[config.mk]
export PLATFORM = sky130hd
export DESIGN_NAME = bcd_display_mux
export DESIGN_NICKNAME = d
export VERILOG_FILES = /design/src/rtl/bcd_display_mux.sv
export SDC_FILE = /design/constraint.sdc
export NUM_CORES = 1
export LEC_CHECK = 0
export ABC_AREA = 0
export CORE_ASPECT_RATIO = 1.1
export CORE_UTILIZATION = 50
export CTS_BUF_LIST = sky130_fd_sc_hd__clkbuf_16
export CTS_CLUSTER_SIZE = 10
export DETAILED_ROUTE_END_ITERATION = 8
export PLACE_DENSITY = 0.74
export SKIP_LAST_GASP = 1
export SLEW_MARGIN = 20
export SYNTH_ARGS = -nofsm -noshare
export SYNTH_HDL_FRONTEND = slang
export SYNTH_SLANG_ARGS = --single-unit
export TNS_END_PERCENT = 1
[constraint.sdc]
create_clock -name clk -period 3.47 [get_ports clk]
set_clock_uncertainty 0.1 [all_clocks]
set_input_delay 0.5205 -clock clk [delete_from_list [all_inputs] [get_ports clk]]
set_output_delay 0.5205 -clock clk [all_outputs]
set_load 0.02 [all_outputs]
[src/rtl/bcd_display_mux.sv]
// -----------------------------------------------------------------------------
// bcd_display_mux
//
// Time-multiplexed driver for a 4-digit common-anode 7-segment display.
// One digit is scanned per refresh slot of REFRESH_DVSR cycles. The first
// GUARD cycles of every slot keep all anodes off, so the segment lines can
// settle without ghosting into the neighbouring digit. A coherent snapshot of
// the digit bus, decimal-point requests and blanking enable is taken at every
// frame start. A count that changes mid-scan therefore never tears across the
// four digits.
//
// Ports
//   clk       : single clock, rising edge
//   reset_n   : asynchronous active-low reset
//   digits    : packed BCD {d3,d2,d1,d0}, d0 is the rightmost digit
//   dp_in     : decimal-point request per digit, active-high
//   blank_lz  : 1 enables leading-zero blanking
//   an        : anode enables, active-low, bit i drives digit i (registered)
//   seg       : segments {g,f,e,d,c,b,a}, active-low (registered)
//   dp        : decimal point, active-low (registered)
// -----------------------------------------------------------------------------
module bcd_display_mux #(
    parameter int REFRESH_DVSR = 50000,
    parameter int GUARD        = 500,
    parameter int N            = 16
) (
    input  logic        clk,
    input  logic        reset_n,
    input  logic [15:0] digits,
    input  logic [3:0]  dp_in,
    input  logic        blank_lz,
    output logic [3:0]  an,
    output logic [6:0]  seg,
    output logic        dp
);

    localparam logic [N-1:0] CNT_MAX   = N'(REFRESH_DVSR - 1);
    localparam logic [N-1:0] GUARD_CNT = N'(GUARD);
    localparam logic [N-1:0] CNT_ZERO  = {N{1'b0}};
    localparam logic [N-1:0] CNT_ONE   = {{(N-1){1'b0}}, 1'b1};

    // Active-low segment pattern for one BCD nibble; non-BCD codes show a dash.
    function automatic logic [6:0] seg_decode(input logic [3:0] bcd);
        logic [6:0] pat;
        case (bcd)
            4'd0:    pat = 7'b1000000;
            4'd1:    pat = 7'b1111001;
            4'd2:    pat = 7'b0100100;
            4'd3:    pat = 7'b0110000;
            4'd4:    pat = 7'b0011001;
            4'd5:    pat = 7'b0010010;
            4'd6:    pat = 7'b0000010;
            4'd7:    pat = 7'b1111000;
            4'd8:    pat = 7'b0000000;
            4'd9:    pat = 7'b0010000;
            default: pat = 7'b0111111;
        endcase
        return pat;
    endfunction

    // Scan state
    logic [N-1:0] cnt_r;
    logic [1:0]   idx_r;

    // Frame snapshot
    logic [15:0]  snap_r;
    logic [3:0]   dps_r;
    logic         blz_r;

    // Registered outputs
    logic [3:0]   an_r;
    logic [6:0]   seg_r;
    logic         dp_r;

    // Combinational helpers
    logic         slot_end_s;
    logic         frame_start_s;
    logic [3:0]   digit_s;
    logic [3:0]   zero_s;
    logic [3:0]   blank_s;
    logic [3:0]   an_nxt_s;
    logic [6:0]   seg_nxt_s;
    logic         dp_nxt_s;

    assign slot_end_s    = (cnt_r == CNT_MAX);
    assign frame_start_s = (cnt_r == CNT_ZERO) && (idx_r == 2'd0);

    // Select the snapshot nibble of the digit currently being scanned.
    always_comb begin
        digit_s = snap_r[3:0];
        case (idx_r)
            2'd0:    digit_s = snap_r[3:0];
            2'd1:    digit_s = snap_r[7:4];
            2'd2:    digit_s = snap_r[11:8];
            2'd3:    digit_s = snap_r[15:12];
            default: digit_s = snap_r[3:0];
        endcase
    end

    // Leading-zero blanking: a digit blanks only if it and every digit above
    // it are literal zero; non-BCD codes break the chain. Digit 0 never blanks.
    always_comb begin
        zero_s[0]  = (snap_r[3:0]   == 4'd0);
        zero_s[1]  = (snap_r[7:4]   == 4'd0);
        zero_s[2]  = (snap_r[11:8]  == 4'd0);
        zero_s[3]  = (snap_r[15:12] == 4'd0);
        blank_s[3] = blz_r & zero_s[3];
        blank_s[2] = blank_s[3] & zero_s[2];
        blank_s[1] = blank_s[2] & zero_s[1];
        blank_s[0] = 1'b0;
    end

    // Next output values: dark during the guard interval or when blanked.
    always_comb begin
        an_nxt_s  = 4'b1111;
        seg_nxt_s = 7'h7F;
        dp_nxt_s  = 1'b1;
        if ((cnt_r < GUARD_CNT) || blank_s[idx_r]) begin
            an_nxt_s  = 4'b1111;
            seg_nxt_s = 7'h7F;
            dp_nxt_s  = 1'b1;
        end else begin
            case (idx_r)
                2'd0:    an_nxt_s = 4'b1110;
                2'd1:    an_nxt_s = 4'b1101;
                2'd2:    an_nxt_s = 4'b1011;
                2'd3:    an_nxt_s = 4'b0111;
                default: an_nxt_s = 4'b1111;
            endcase
            seg_nxt_s = seg_decode(digit_s);
            dp_nxt_s  = ~dps_r[idx_r];
        end
    end

    // Slot counter and digit index; the index advances at each slot end.
    always_ff @(posedge clk or negedge reset_n) begin
        if (!reset_n) begin
            cnt_r <= CNT_ZERO;
            idx_r <= 2'd0;
        end else if (slot_end_s) begin
            cnt_r <= CNT_ZERO;
            idx_r <= idx_r + 2'd1;
        end else begin
            cnt_r <= cnt_r + CNT_ONE;
        end
    end

    // Frame snapshot: inputs are only captured at frame start.
    always_ff @(posedge clk or negedge reset_n) begin
        if (!reset_n) begin
            snap_r <= 16'h0000;
            dps_r  <= 4'b0000;
            blz_r  <= 1'b0;
        end else if (frame_start_s) begin
            snap_r <= digits;
            dps_r  <= dp_in;
            blz_r  <= blank_lz;
        end else begin
            snap_r <= snap_r;
            dps_r  <= dps_r;
            blz_r  <= blz_r;
        end
    end

    // Output registers; reset forces the display dark immediately.
    always_ff @(posedge clk or negedge reset_n) begin
        if (!reset_n) begin
            an_r  <= 4'b1111;
            seg_r <= 7'h7F;
            dp_r  <= 1'b1;
        end else begin
            an_r  <= an_nxt_s;
            seg_r <= seg_nxt_s;
            dp_r  <= dp_nxt_s;
        end
    end

    assign an  = an_r;
    assign seg = seg_r;
    assign dp  = dp_r;

endmodule

==> impl_metrics.csv, run 1 <==
group,metric,value,unit
timing,final.period_utilization,75.1,%
critical_path,cp.arrival,2.68,ns
yosys,syn_area,2370,um^2
run_status,outcome,"finished, final reports clean",
timing,fin_setup_tns,0,ns
critical_path,end_kind,"register",
yosys,ys_top_cells_by_area,"dfrtp_1 41%, dfstp_2 13%, mux2_2 10%, ha_1 5.3%, xor2_1 3.0%",
cts,cts_inserted_buffers,5,
final_layout,stdcell_area,2900,um^2
yosys,synth_top_cells_by_count,"39 x dfrtp_1, 21 x mux2_2, 13 x nand2_1",
floorplan,die_h,74.2,um
global_routing,grt_pass1_wl,7.23,mm
cts,clk_pin_slew_worst_paths,0.06,ns
yosys,yosysWarnings,0,
cts,clock_latency,0.29,ns
place,dp_hpwl,3.11,mm
yosys,synth_edf_count,0,
cts,cts-resized-gates,0,
place,io_buffers,34,
timing,relSlewSlack,38.4,%
floorplan,core_region_area,4410,um^2
yosys,syn_inst,199,
pwr,powerDensity,395,nW/um^2
cts,cts-htree-levels,2,
cts,cts.sinks,51,
global_routing,grt-ovfl-total,0,
timing,whs,0.144,ns
final_layout,fillers,354,
critical_path,max_stage_delay,0.55,ns
floorplan,die_w,67.7,um
detailed_routing,avgRoutedWirePerCell,14.8,um
cts,root_buffer,"clkbuf_16",
critical_path,crit_fanout,21,
floorplan,start_util,53.8,%
floorplan,ios,35,
yosys,syn_avg_cell_area,11.9,um^2
pwr,leakagePower,1.23,nW
place,place_area,2760,um^2
detailed_routing,vias,1605,
global_routing,antenna_found_initial,0,
min_path,min_path_type,"input pin to asynchronous set/reset pin",
floorplan,dieArea,5020,um^2
yosys,synth_fp_nets,232,
critical_path,cp_top_family,"simple AND/OR/NAND/NOR gates",
final_layout,drive_above_1_share,20.2,%
floorplan,rows,25,
critical_path,crit_type,"register to register",
detailed_routing,drtAntennaViolNets,0,
global_routing,grtUsageTotal,19.7,%
yosys,synth_most_common_cell,"dfrtp_1",
yosys,synth_top_area_cell,"dfrtp_1",
cts,holdBufCountCts,0,
final_layout,diodes,0,
critical_path,path_cells,"or4_1, or4_4, nor4_4, buf_4, mux2_2",
critical_path,worst_path_max_delay_cell,"or4_1",
critical_path,path_buf_inv,1,
flow_run,max_cap_violations,0,
timing,setup_violations,0,
cts,post-cts-setup-buffers,0,
detailed_routing,drt-initial-drc-count,117,
final_layout,final_nets,270,
yosys,seq_area_frac_synth,54.4,%
yosys,synth.distinct_cells,40,
timing,finalHoldViolCount,0,
place,gp_congestion,0.764,
global_routing,grt_pass1_vias,1596,
detailed_routing,via_per_inst,5.50,
detailed_routing,drt_pass1_iterations,4,
cts,cts_tree,"yes",
yosys,async_reset_ff_share,100,%
timing,worst_slew_pin_slew,0.919,ns
timing,fmax,0.384,GHz
yosys,netlist.area_leader.share,41.1,%
timing,fin_crit,2.60,ns
cts,clk_path_buf_depth,2,
global_routing,grt_max_degree,52,
critical_path,cp-start-kind,"register",
timing,slew_viol_final,0,
pwr,ir_worst_vdd,0.000213,V
final_layout,area_growth,22.1,%
critical_path,cp.required,3.55,ns
timing,grt_setup_unrepaired,"false",
detailed_routing,drc,0,
detailed_routing,routed_wirelength,4.31,mm
yosys,ys.flop_type,"dfrtp_1",
yosys,synth_seq_cells,51,
==> power breakdown <==
| group | internal (mW) | total, mW | switching (mW) |
|---|---|---|---|
| Sequential | 0.608 | 0.617 | 0.00947 |
| Combinational | 0.0372 | 0.0638 | 0.0266 |
| Clock | 0.261 | 0.462 | 0.202 |
| Total | 0.906 | 1.14 | 0.238 |
==> layer usage <==
layer	wire, um	GRT usage [%]	vias to the layer above	share of wire, %
li1	-	-	776	-
met1	1830	23.3	797	42
met2	2250	33.1	24	52
met3	156	6.13	8	3.6
met4	79	7.57	0	1.8
met5	0	0	-	0
==> placed cells by master (no fill, tap or decap), drive strengths merged, types with 2 or more instances in the layout <==
master         Yosys  final
a21oi              5      5
a22oi              3      3
a2bb2oi            3      3
a31oi              2      2
and3               2      2
buf                2      3
clkbuf             3      5
clkdlybuf4s50      0     33
dfrtp             39     39
dfstp             12     12
ha                10     10
inv               11     13
mux2              21     21
nand2             13     13
nand2b             2      2
nand3             12     12
nand4              2      2
nor2              12     12
nor3               2      2
nor4               5      5
o21ai              5      5
or2                2      2
or4                3      3
xnor2              6      6
xor2               8      8
==> kinds of logic (layout without fill, tap and decap cells) <==
kind of cell	count (synthesis)	count (layout)	share of synthesized area [%]
AOI/OAI and AO/OA	25	25	7.02
and+or+nand+nor	60	60	13.6
adders and majority gates	10	10	5.27
buffers and inverters	16	55	3.16
muxes	23	23	11.3
xor gates and xnor gates	14	14	5.17
DFF	51	51	54.4
==> metrics by stage <==
step | utilization (%) | instances | setup slack, ns | power, mW
floorplan | - | 199 | 1.03 | 0.649
global placement | 62.5 | 284 | 0.926 | 0.691
detailed placement | 62.5 | 284 | 0.872 | 0.692
CTS | 65.6 | 292 | 0.862 | 1.15
global route | 65.7 | 292 | 0.771 | 1.19
finish | 65.7 | 292 | 0.866 | 1.14
==> worst register-to-register path: cells and delay by family (launching register included) <==
kind	cells	cell delay, ns
AND/OR/NAND/NOR	3	1.27
flip-flops	1	0.40
multiplexers	1	0.39
buffers and inverters	1	0.32
==> layout make-up <==
class	instances	area [um^2]	area share [%]
timing repair buffer	36	353	12.2
clock buffer	5	125	4.32
tap	54	67.6	2.33
multi-input combinational	132	1010	34.7
clock inverter	3	12.5	0.432
inverter	11	41.3	1.43
sequential	51	1290	44.6
==> state kept, by name (all words and copies together) (netlist names) <==
| signal | count |
|---|---|
| blz_r | 1 |
| dps_r | 4 |
| cnt_r | 16 |
| snap_r | 16 |
| idx_r | 2 |
| an | 4 |
| dp | 1 |
| seg | 7 |
==> final timing paths <==
kind | startpoint | to | slack, ns | depth (start not counted)
max | cnt_r[13] | blz_r | 0.87 | 5
min | reset_n | snap_r[12] | 0.14 | 1
max reg2reg | cnt_r[13] | blz_r | 0.87 | 5
min reg2reg | cnt_r[13] | cnt_r[13] | 0.41 | 1
max in group asynchronous | reset_n | cnt_r[5] | 2.70 | 1
min in group clk | cnt_r[13] | cnt_r[13] | 0.41 | 1
No activity file was read; power rests on OpenSTA's default activity.
==> run 2, diff against run 1 <==
Settings changed: CORE_UTILIZATION 50 to 48, PLACE_DENSITY 0.74 to 0.75.
Clock period 3.47 ns to 2.1 ns, I/O delays scaled along.
==> impl_metrics.csv, run 2 (synthesis gave the netlist of run 1 again) <==
group,metric,value,unit
global_routing,antenna_found_initial,0,
detailed_routing,avgRoutedWirePerCell,14.4,um
detailed_routing,drt-initial-drc-count,99,
critical_path,end_kind,"register",
pwr,fin_total_pwr,1.90,mW
min_path,min_path_type,"register to register",
global_routing,grt_pass1_wl,7.96,mm
critical_path,path_cells,"or4_1, or4_4, nor4_4, buf_12, mux2_2",
timing,grt_setup_unrepaired,"true",
floorplan,dieArea,5230,um^2
cts,clk_path_buf_depth,2,
global_routing,gr-usage-met1,21.0,%
cts,clk_pin_slew_worst_paths,0.06,ns
cts,clock_latency,0.29,ns
pwr,leakagePower,1.34,nW
timing,fmax,0.413,GHz
critical_path,max_stage_delay,0.55,ns
detailed_routing,vias,1683,
global_routing,grt_pass1_vias,1751,
place,dp_slack,-0.316,ns
detailed_routing,via_per_inst,5.33,
global_routing,grt.busiest_layer,"met2",
timing,relSlewSlack,39.8,%
place,gp_congestion,0.794,
global_routing,gr-usage-met2,39.1,%
detailed_routing,routed_wirelength,4.55,mm
cts,cts_tree,"yes",
cts,cts-htree-levels,2,
final_layout,most-common-layout-cells,"39 x dfrtp_1, 33 x clkdlybuf4s50_1, 21 x mux2_2, 21 x buf_4, 13 x nand2_1",
timing,fin_crit,2.42,ns
global_routing,grtUsageTotal,19.8,%
cts,cts-resized-gates,0,
floorplan,die_w,69.0,um
final_layout,final_core_util,65.9,%
cts,cts.sinks,51,
timing,setup_violations,28,
critical_path,cp.required,2.17,ns
timing,slew_viol_final,0,
place,io_buffers,34,
run_status,violations,"negative setup slack",
detailed_routing,drt_pass1_iterations,4,
timing,finalHoldViolCount,0,
floorplan,ios,35,
critical_path,cp.arrival,2.49,ns
global_routing,grt_max_degree,28,
final_layout,final_nets,292,
cts,root_buffer,"clkbuf_16",
floorplan,core_region_area,4680,um^2
timing,final.period_utilization,115,%
detailed_routing,drtAntennaViolNets,0,
global_routing,met3_usage,4.50,%
critical_path,crit_type,"register to register",
final_layout,final_common_cell,"dfrtp_1",
flow_run,max_cap_violations,0,
critical_path,worst_path_max_delay_cell,"or4_1",
pwr,ir_worst_vdd,0.000435,V
timing,worst_slack,-0.319,ns
place,dp_hpwl,3.46,mm
place,place_area,2940,um^2
global_routing,grt-ovfl-total,0,
final_layout,drive_above_1_share,26.5,%
final_layout,area_growth,30.2,%
timing,whs,0.405,ns
final_layout,diodes,0,
final_layout,stdcell_area,3090,um^2
critical_path,cp-start-kind,"register",
floorplan,start_util,50.6,%
critical_path,crit_fanout,21,
floorplan,rows,26,
run_status,outcome,"complete, but fails checks",
floorplan,die_h,75.7,um
cts,cts_inserted_buffers,5,
detailed_routing,drc,0,
timing,worst_slew_pin_slew,0.898,ns
pwr,powerDensity,616,nW/um^2
## run 2: cell count changes in the layout (fill, tap and decap cells not counted)
| cell | previous run | this run |
|---|---|---|
| buf_4 | 3 | 21 |
| dlygate4sd3_1 | 0 | 1 |
| inv_1 | 13 | 12 |
| buf_12 | 0 | 2 |
| clkinv_1 | 0 | 1 |
| buf_2 | 0 | 1 |
## run 2: metal layers
layer / up-vias / part of all wire (%) / routed length (um)
li1: 816 / - / -
met5: - / 0 / 0
met4: 0 / 1.3 / 59
met1: 833 / 40 / 1820
met3: 7 / 3.2 / 146
met2: 27 / 55 / 2530
## run 2: final cells by class
| class | count | area, um^2 |
|---|---|---|
| sequential | 51 | 1290 |
| multi-input combinational | 132 | 1010 |
| tap | 56 | 70.1 |
| fill | 386 | 1600 |
| clock buffer | 5 | 125 |
| clock inverter | 3 | 12.5 |
| timing repair buffer | 58 | 543 |
| inverter | 11 | 41.3 |
## run 2: what timing repair did
item / CTS / global route
hold buffers: 1 / 0
setup endpoints to repair: 29 / 33
buffers inserted: 0 / 0
hold endpoints to repair: 13 / 0
## run 2: per-stage QoR
stage          std cells  setup TNS (ns)
6_report             316           -6.65
5_1_grt              316           -9.78
4_1_cts              316           -6.84
3_5_place_dp         307           -6.58
3_3_place_gp         307           -5.78
2_1_floorplan        199           -5.70
## run 2: worst max-delay path, delay by kind of cell, from the launching register on
| kind | cells | cell delay, ns |
|---|---|---|
| flip-flops | 1 | 0.38 |
| AND/OR/NAND/NOR | 3 | 1.27 |
| multiplexers | 1 | 0.35 |
| buffers and inverters | 1 | 0.21 |
## run 2: where the power goes
group	switching, mW	internal (mW)
Sequential	0.0163	1.00
Combinational	0.0452	0.0705
Clock	0.335	0.431
## run 2: final timing paths
check	slack (ns)	depth (start not counted)	to	start
max in group asynchronous	0.86	3	an[3]	reset_n
setup reg to reg	-0.32	5	dps_r[2]	cnt_r[13]
min in group asynchronous	0.45	2	snap_r[6]	reset_n
setup / recovery	-0.32	5	dps_r[2]	cnt_r[13]
hold reg to reg	0.41	1	dps_r[3]	dps_r[3]
hold / removal	0.41	1	dps_r[3]	dps_r[3]
==> patch 1: new RTL, flow settings as in run 2 <==
Make the reset (`reset_n`) synchronous in 3 clocked blocks. Comments in the files are not updated.
--- a/src/rtl/bcd_display_mux.sv
+++ b/src/rtl/bcd_display_mux.sv
@@ -133,7 +133,7 @@
     end
 
     // Slot counter and digit index; the index advances at each slot end.
-    always_ff @(posedge clk or negedge reset_n) begin
+    always_ff @(posedge clk) begin
         if (!reset_n) begin
             cnt_r <= CNT_ZERO;
             idx_r <= 2'd0;
@@ -146,7 +146,7 @@
     end
 
     // Frame snapshot: inputs are only captured at frame start.
-    always_ff @(posedge clk or negedge reset_n) begin
+    always_ff @(posedge clk) begin
         if (!reset_n) begin
             snap_r <= 16'h0000;
             dps_r  <= 4'b0000;
@@ -163,7 +163,7 @@
     end
 
     // Output registers; reset forces the display dark immediately.
-    always_ff @(posedge clk or negedge reset_n) begin
+    always_ff @(posedge clk) begin
         if (!reset_n) begin
             an_r  <= 4'b1111;
             seg_r <= 7'h7F;
Formal check against the unedited RTL: same outputs for any inputs over 10 cycles, from zero or initial values and one cycle with reset_n low; that may be too few to reach the edited logic, so the function may still have changed.
==> patch 1 against run 2 <==
- final cell count up 8.5%
- setup slack improved by 350 ps
- highest routed layer unchanged
- hold slack got worse by 18 ps
- synthesized area is 2.7% lower
- utilization decreased by 0.64 points
- sequential cell count unchanged
- first-iteration DRC count up 40%
- cell area is 2.3% lower
- routed wire length increased by 0.97%
- via count is 5.6% higher
- count of clock-buffer cells in the layout unchanged
Power is not compared: it rests on default switching activity, and its combinational part moved more than twofold at a synthesized area within 25%.
==> patch 1: results (changes against run 2) <==
Run status
The flow ran to the end, and the final reports show no timing, DRC or antenna violations.

GRT
The number of global-route vias before repair is 1691 (-3.4%). The met1 usage is 22.7% (+1.8 points). The global-route wire length before repair is 7360 um (-7.6%). The met2 capacity usage during global routing is 33.8% (-5.3 points). The initial antenna violation count is 0 (unchanged). The largest net degree at the start of global routing is 25 (-11%).

The global routing usage summed across all routing layers was 19.5% (-0.21 points). The global-route met3 utilization is 4.70% (+0.20 points).

Drt
The wire length on met3 is 160 um (+9.6%). The length of routed wiring on met1 is 2010 um (+10%). The sum of routed wire length over all layers is 4600 um (+0.97%). In this run the top signal layer used is met4. The violation count after the first detailed-route iteration came to 139 (+40%). The first-pass iteration count of the detailed router was 5 (+1). The amount of wire on met2 after detailed routing is 2300 um (-8.8%). The average vias per placed instance is 5.18 (-2.7%). The total number of vias is 1777 (+5.6%).

Layout
The net total in the final layout was 319 (+9.2%). The antenna diode count is 0 (unchanged). The layout filler cell count is 384 (-0.52%). The fraction of final layout cells with drive strength greater than 1 came to 13.6% (-13 points).

Synthesis
The multiplexer share of the synthesized area is 12.4% (+1.0 points). The mean cell area of the mapped netlist is 9.70 um2 (-19%). The proportion of synthesized flip-flops having asynchronous set or reset is 0% (-100 points). The area fraction in compound gates after synthesis is 4.55% (-2.5 points).

The number of distinct library cells after synthesis is 35 (-13%). The sequential-to-total area share from yosys stat was 44.2% (-10 points). The commonest cells after synthesis are sky130_fd_sc_hd__dfxtp_1 (51), sky130_fd_sc_hd__nor2_1 (25), sky130_fd_sc_hd__mux2i_1 (24). The net count after synthesis was 271 (+17%).

The area share of fa/ha/maj cells after synthesis came to 5.42% (+0.15 points). The count of yosys warnings during synthesis is 0 (unchanged). The XOR/XNOR share of the synthesized area is 5.69% (+0.52 points). Yosys attributes the largest share of cell area to sky130_fd_sc_hd__dfxtp_1 (44%), sky130_fd_sc_hd__mux2i_1 (10%), sky130_fd_sc_hd__nor2b_1 (6.2%).

STA
The actual transition at the worst max-transition pin is 468 ps (-430 ps). The count of endpoints failing hold in the final timing report was 0 (unchanged).

Setup path
The arrival time of data at the critical path endpoint was 2140 ps (-350 ps). The register-to-register path setup slack is 30 ps (+350 ps). The largest fanout on the critical path is 5 (-76%). The path depth of the worst reg2reg path is 8 (+3).

Clock network
The clock latency on the worst-skew pair is 280 ps. The TritonCTS buffer count is 5 (unchanged). The clock slew seen by the registers of the worst setup and hold paths is 60 ps (about the same). The master cell of the clock root buffer is sky130_fd_sc_hd__clkbuf_16. The number of H-tree levels is 2 (unchanged). The maximum count of clock buffers along a single path came to 2 (unchanged).

Placed design
The number of port buffers is 34 (unchanged). The post-placement cell count is 332 (+8.1%). The HPWL after detailed placement is 3220 um (-6.9%). The final estimated routing congestion in global placement is 0.964 (+21%).

Power and ir drop
Summed over all cells, the static leakage comes to ~1.2 nW. The cell-internal power is about 0.0016 W. The worst ir drop on vdd is 406 uV.

Worst hold path
In this run the worst hold path is classified as register to register. The depth of the worst hold-timing path is 1 (unchanged).
## patch 1: changes by cell type after synthesis, moves of 5 or more
cell                      before  now
sky130_fd_sc_hd__dfxtp_1       0   51
sky130_fd_sc_hd__dfrtp_1      39    0
sky130_fd_sc_hd__mux2i_1       1   24
sky130_fd_sc_hd__nor2b_1       1   23
sky130_fd_sc_hd__mux2_2       21    2
sky130_fd_sc_hd__nor2_1       12   25
sky130_fd_sc_hd__dfstp_2      12    0
sky130_fd_sc_hd__nand2_1      13   18
## patch 1: through the flow
| step | TNS, ps | setup WS [ps] | cell area (um2) | hold slack, ps | util (%) |
|---|---|---|---|---|---|
| 2_1_floorplan | 0 | 43.8 | 2310 | 338 | - |
| 3_3_place_gp | 0 | 53.0 | 2780 | 354 | 60.2 |
| 3_5_place_dp | -11.4 | -11.4 | 2780 | 369 | 60.2 |
| 4_1_cts | 0 | 6.79 | 2940 | 384 | 63.7 |
| 5_1_grt | -348 | -94.3 | 3020 | 431 | 65.3 |
| 6_report | 0 | 30.4 | 3020 | 387 | 65.3 |
## patch 1: layout make-up
class	count	area share [%]
clock buffers	5	4.15
clock inverters	3	0.498
inverters	12	1.49
multi-input cells	167	41.1
flip-flops and latches	51	34.1
well taps	56	2.32
repair buffers	49	16.4
## patch 1: final timing paths
check / startpoint / endpoint
max: idx_r[1]$_SDFFE_PN0P_ / seg[5]$_SDFF_PP1_
min: cnt_r[0]$_SDFF_PP0_ / cnt_r[0]$_SDFF_PP0_
max reg2reg: idx_r[1]$_SDFFE_PN0P_ / seg[5]$_SDFF_PP1_
min reg2reg: cnt_r[0]$_SDFF_PP0_ / cnt_r[0]$_SDFF_PP0_
## patch 1: timing repair
item | CTS | global route
buffers inserted | 2 | 1
pin swaps | 2 | 6
resized for setup | 2 | 17
setup endpoints to repair | 2 | 7
## patch 1: critical path, stage by stage (launching register included)
cell and delay, ps:
sky130_fd_sc_hd__dfxtp_4 360, sky130_fd_sc_hd__buf_6 120, sky130_fd_sc_hd__ha_4 160, sky130_fd_sc_hd__a222oi_1 390
sky130_fd_sc_hd__mux2i_2 220, sky130_fd_sc_hd__buf_4 190, sky130_fd_sc_hd__nand2b_1 180, sky130_fd_sc_hd__o32ai_2 140
sky130_fd_sc_hd__nand2_1 90
## patch 1: power groups by stage
stage | sequential [W] | combinational [W] | clock [W]
after CTS | 0.00105 | 0.000288 | 0.000778
after global placement | 0.00107 | 0.000274 | 0
final | 0.00104 | 0.000299 | 0.000764
after global routing | 0.00105 | 0.000325 | 0.000822
after floorplan | 0.00106 | 0.000192 | 0
after detailed placement | 0.00107 | 0.000279 | 0
## patch 1: cells by family (layout without fill, tap and decap cells)
logic type      Yosys count  after routing
simple gates            100            100
flops                    51             51
buf+inv                  20             69
fa+ha+maj                10             10
compound gates           15             15
mux                      27             27
xor+xnor                 15             15
==> patch 2: new RTL, flow settings as in run 2 <==
Made on the original files. The parameter `N` goes from 16 to 32.
--- a/src/rtl/bcd_display_mux.sv
+++ b/src/rtl/bcd_display_mux.sv
@@ -22,7 +22,7 @@
 module bcd_display_mux #(
     parameter int REFRESH_DVSR = 50000,
     parameter int GUARD        = 500,
-    parameter int N            = 16
+    parameter int N            = 32
 ) (
     input  logic        clk,
     input  logic        reset_n,
Behaviour: same outputs for any inputs over 10 cycles, from zero or initial values and one cycle with reset_n low; that may be too few to reach the edited logic, so the function may still have changed.
==> patch 2 against run 2 <==
- hold slack lost 17 ps
- count of clock-buffer cells in the layout grew 4
- setup slack gained 340 ps
- routed wire length grew 44%
- synthesized area grew 38%
- sequential share of layout area shrank 0.97 points
- total power grew 44%
- sequential cell count grew 16
- cell area grew 34%
==> patch 2: results (changes against run 2) <==
Placed design
The final estimated routing congestion in global placement came to 0.830 (+4.5%). The HPWL after detailed placement was 4410 um (+28%). The cell area after placement is 0.00377 mm2 (+28%).

Drt
The mean routed wirelength per cell is 15.8 um (+9.5%). The total number of vias is 2245 (+33%).

Power and ir drop
The worst ir drop on vdd came to 559 uV (+29%). The leakage power figure is 1.90 nW (+42%).

Setup path
The family with the most delay on the worst path is adder cells. The path depth of the worst reg2reg path is 7 (+2). In this run the worst setup path terminates at seg[3]$_DFF_PN1_.

The longest individual stage delay on the worst path came to 470 ps (-80 ps). The end of the worst register-to-register path is seg[3]$_DFF_PN1_. The register-to-register path setup slack is 20 ps (+340 ps). The slowest stage of the critical path is the sky130_fd_sc_hd__dfrtp_2 cell. The first element of the critical path is idx_r[0]$_DFFE_PN0N_.

The largest fanout on the critical path is 8 (-62%). The arrival time of data at the critical path endpoint is 2220 ps (-270 ps).

GRT
The met2 capacity usage during global routing is 35.1% (-3.9 points). The largest net degree at the start of global routing is 46 (+64%). The global-route wire length before repair was 10700 um (+34%). The met1 usage is 24.6% (+3.6 points).

The global-route met3 utilization is 4.02% (-0.48 points).

STA
The relative slew slack came to 60.2% (+20 points). The final setup TNS is 0 ps (+6650 ps).

Synthesis
The sequential-to-total area share from yosys stat was 51.7% (-2.7 points). The area fraction in compound gates after synthesis was 3.98% (-3.0 points). The XOR/XNOR share of the synthesized area is 8.03% (+2.9 points).

The multiplexer share of the synthesized area is 11.2% (-0.14 points). By area the synthesized netlist is led by sky130_fd_sc_hd__dfrtp_1 (42%), sky130_fd_sc_hd__dfstp_2 (9.6%), sky130_fd_sc_hd__mux2_4 (9.2%). The area share of fa/ha/maj cells after synthesis is 3.82% (-1.5 points).

The net count after synthesis is 307 (+32%).

Layout
The fraction of final layout cells with drive strength greater than 1 is 27.0% (+0.49 points).

Clock network
The number of H-tree levels came to 3 (+1). The clock latency on the worst-skew pair is 330 ps (+40 ps).

Worst hold path
The min-delay analysis places its worst path in the category input pin to async pin.

Run status
The run finished with clean final reports.
-- patch 2: per-stage QoR --
stage | total power, W | std cells | worst slack, ps
after floorplan | 0.00140 | 274 | 105
after global placement | 0.00148 | 394 | 68.6
after detailed placement | 0.00149 | 394 | -1.37
after CTS | 0.00276 | 412 | -11.4
after global routing | 0.00284 | 415 | -71.7
final | 0.00275 | 415 | 19.9
-- patch 2: routing by layer --
layer,vias to the layer above,part of all wire [%]
met4,0,2.5
met2,54,51
met5,-,0
met1,1100,43
li1,1077,-
met3,14,4.0
-- patch 2: layout make-up --
class / instances / area, um2
clock buffers: 9 / 225
clock inverters: 7 / 28.8
fillers: 491 / 2440
inverters: 11 / 41.3
multi-input cells: 188 / 1550
flip-flops and latches: 67 / 1690
well taps: 82 / 103
repair buffers: 51 / 505
-- patch 2: cell families (layout without fill, tap and decap cells) --
family / after synthesis / after routing
simple gates: 105 / 105
flops: 67 / 67
xor+xnor: 30 / 30
mux: 25 / 25
buf+inv: 19 / 78
compound gates: 18 / 18
fa+ha+maj: 10 / 10
-- patch 2: how the worst min path moves through the flow --
stage,end,slack [ps],depth (start not counted)
3_3_place_gp,snap_r[13]$_DFFE_PN0P_,210,1
5_1_grt,cnt_r[29]$_DFF_PN0_,410,1
2_1_floorplan,blz_r$_DFFE_PN0P_,-80,0
3_5_place_dp,snap_r[14]$_DFFE_PN0P_,210,1
6_report,snap_r[14]$_DFFE_PN0P_,390,2
4_1_cts,cnt_r[13]$_DFF_PN0_,390,1
-- patch 2: where the power goes --
part           switching (W)  total, W  leakage (nW)  internal, W
Clock               0.000505   0.00128         0.134     0.000771
Sequential         0.0000180   0.00133         0.828      0.00131
Combinational      0.0000584  0.000138         0.936    0.0000798
-- patch 2: repair_timing --
item / in CTS / in global routing
setup buffers: 1 / 3
endpoints found under the setup margin: 3 / 7
resized for setup: 4 / 17
hold buffers: 1 / 0
endpoints found under the hold margin: 10 / 0
pin swaps: 1 / 3
cloned: 0 / 0
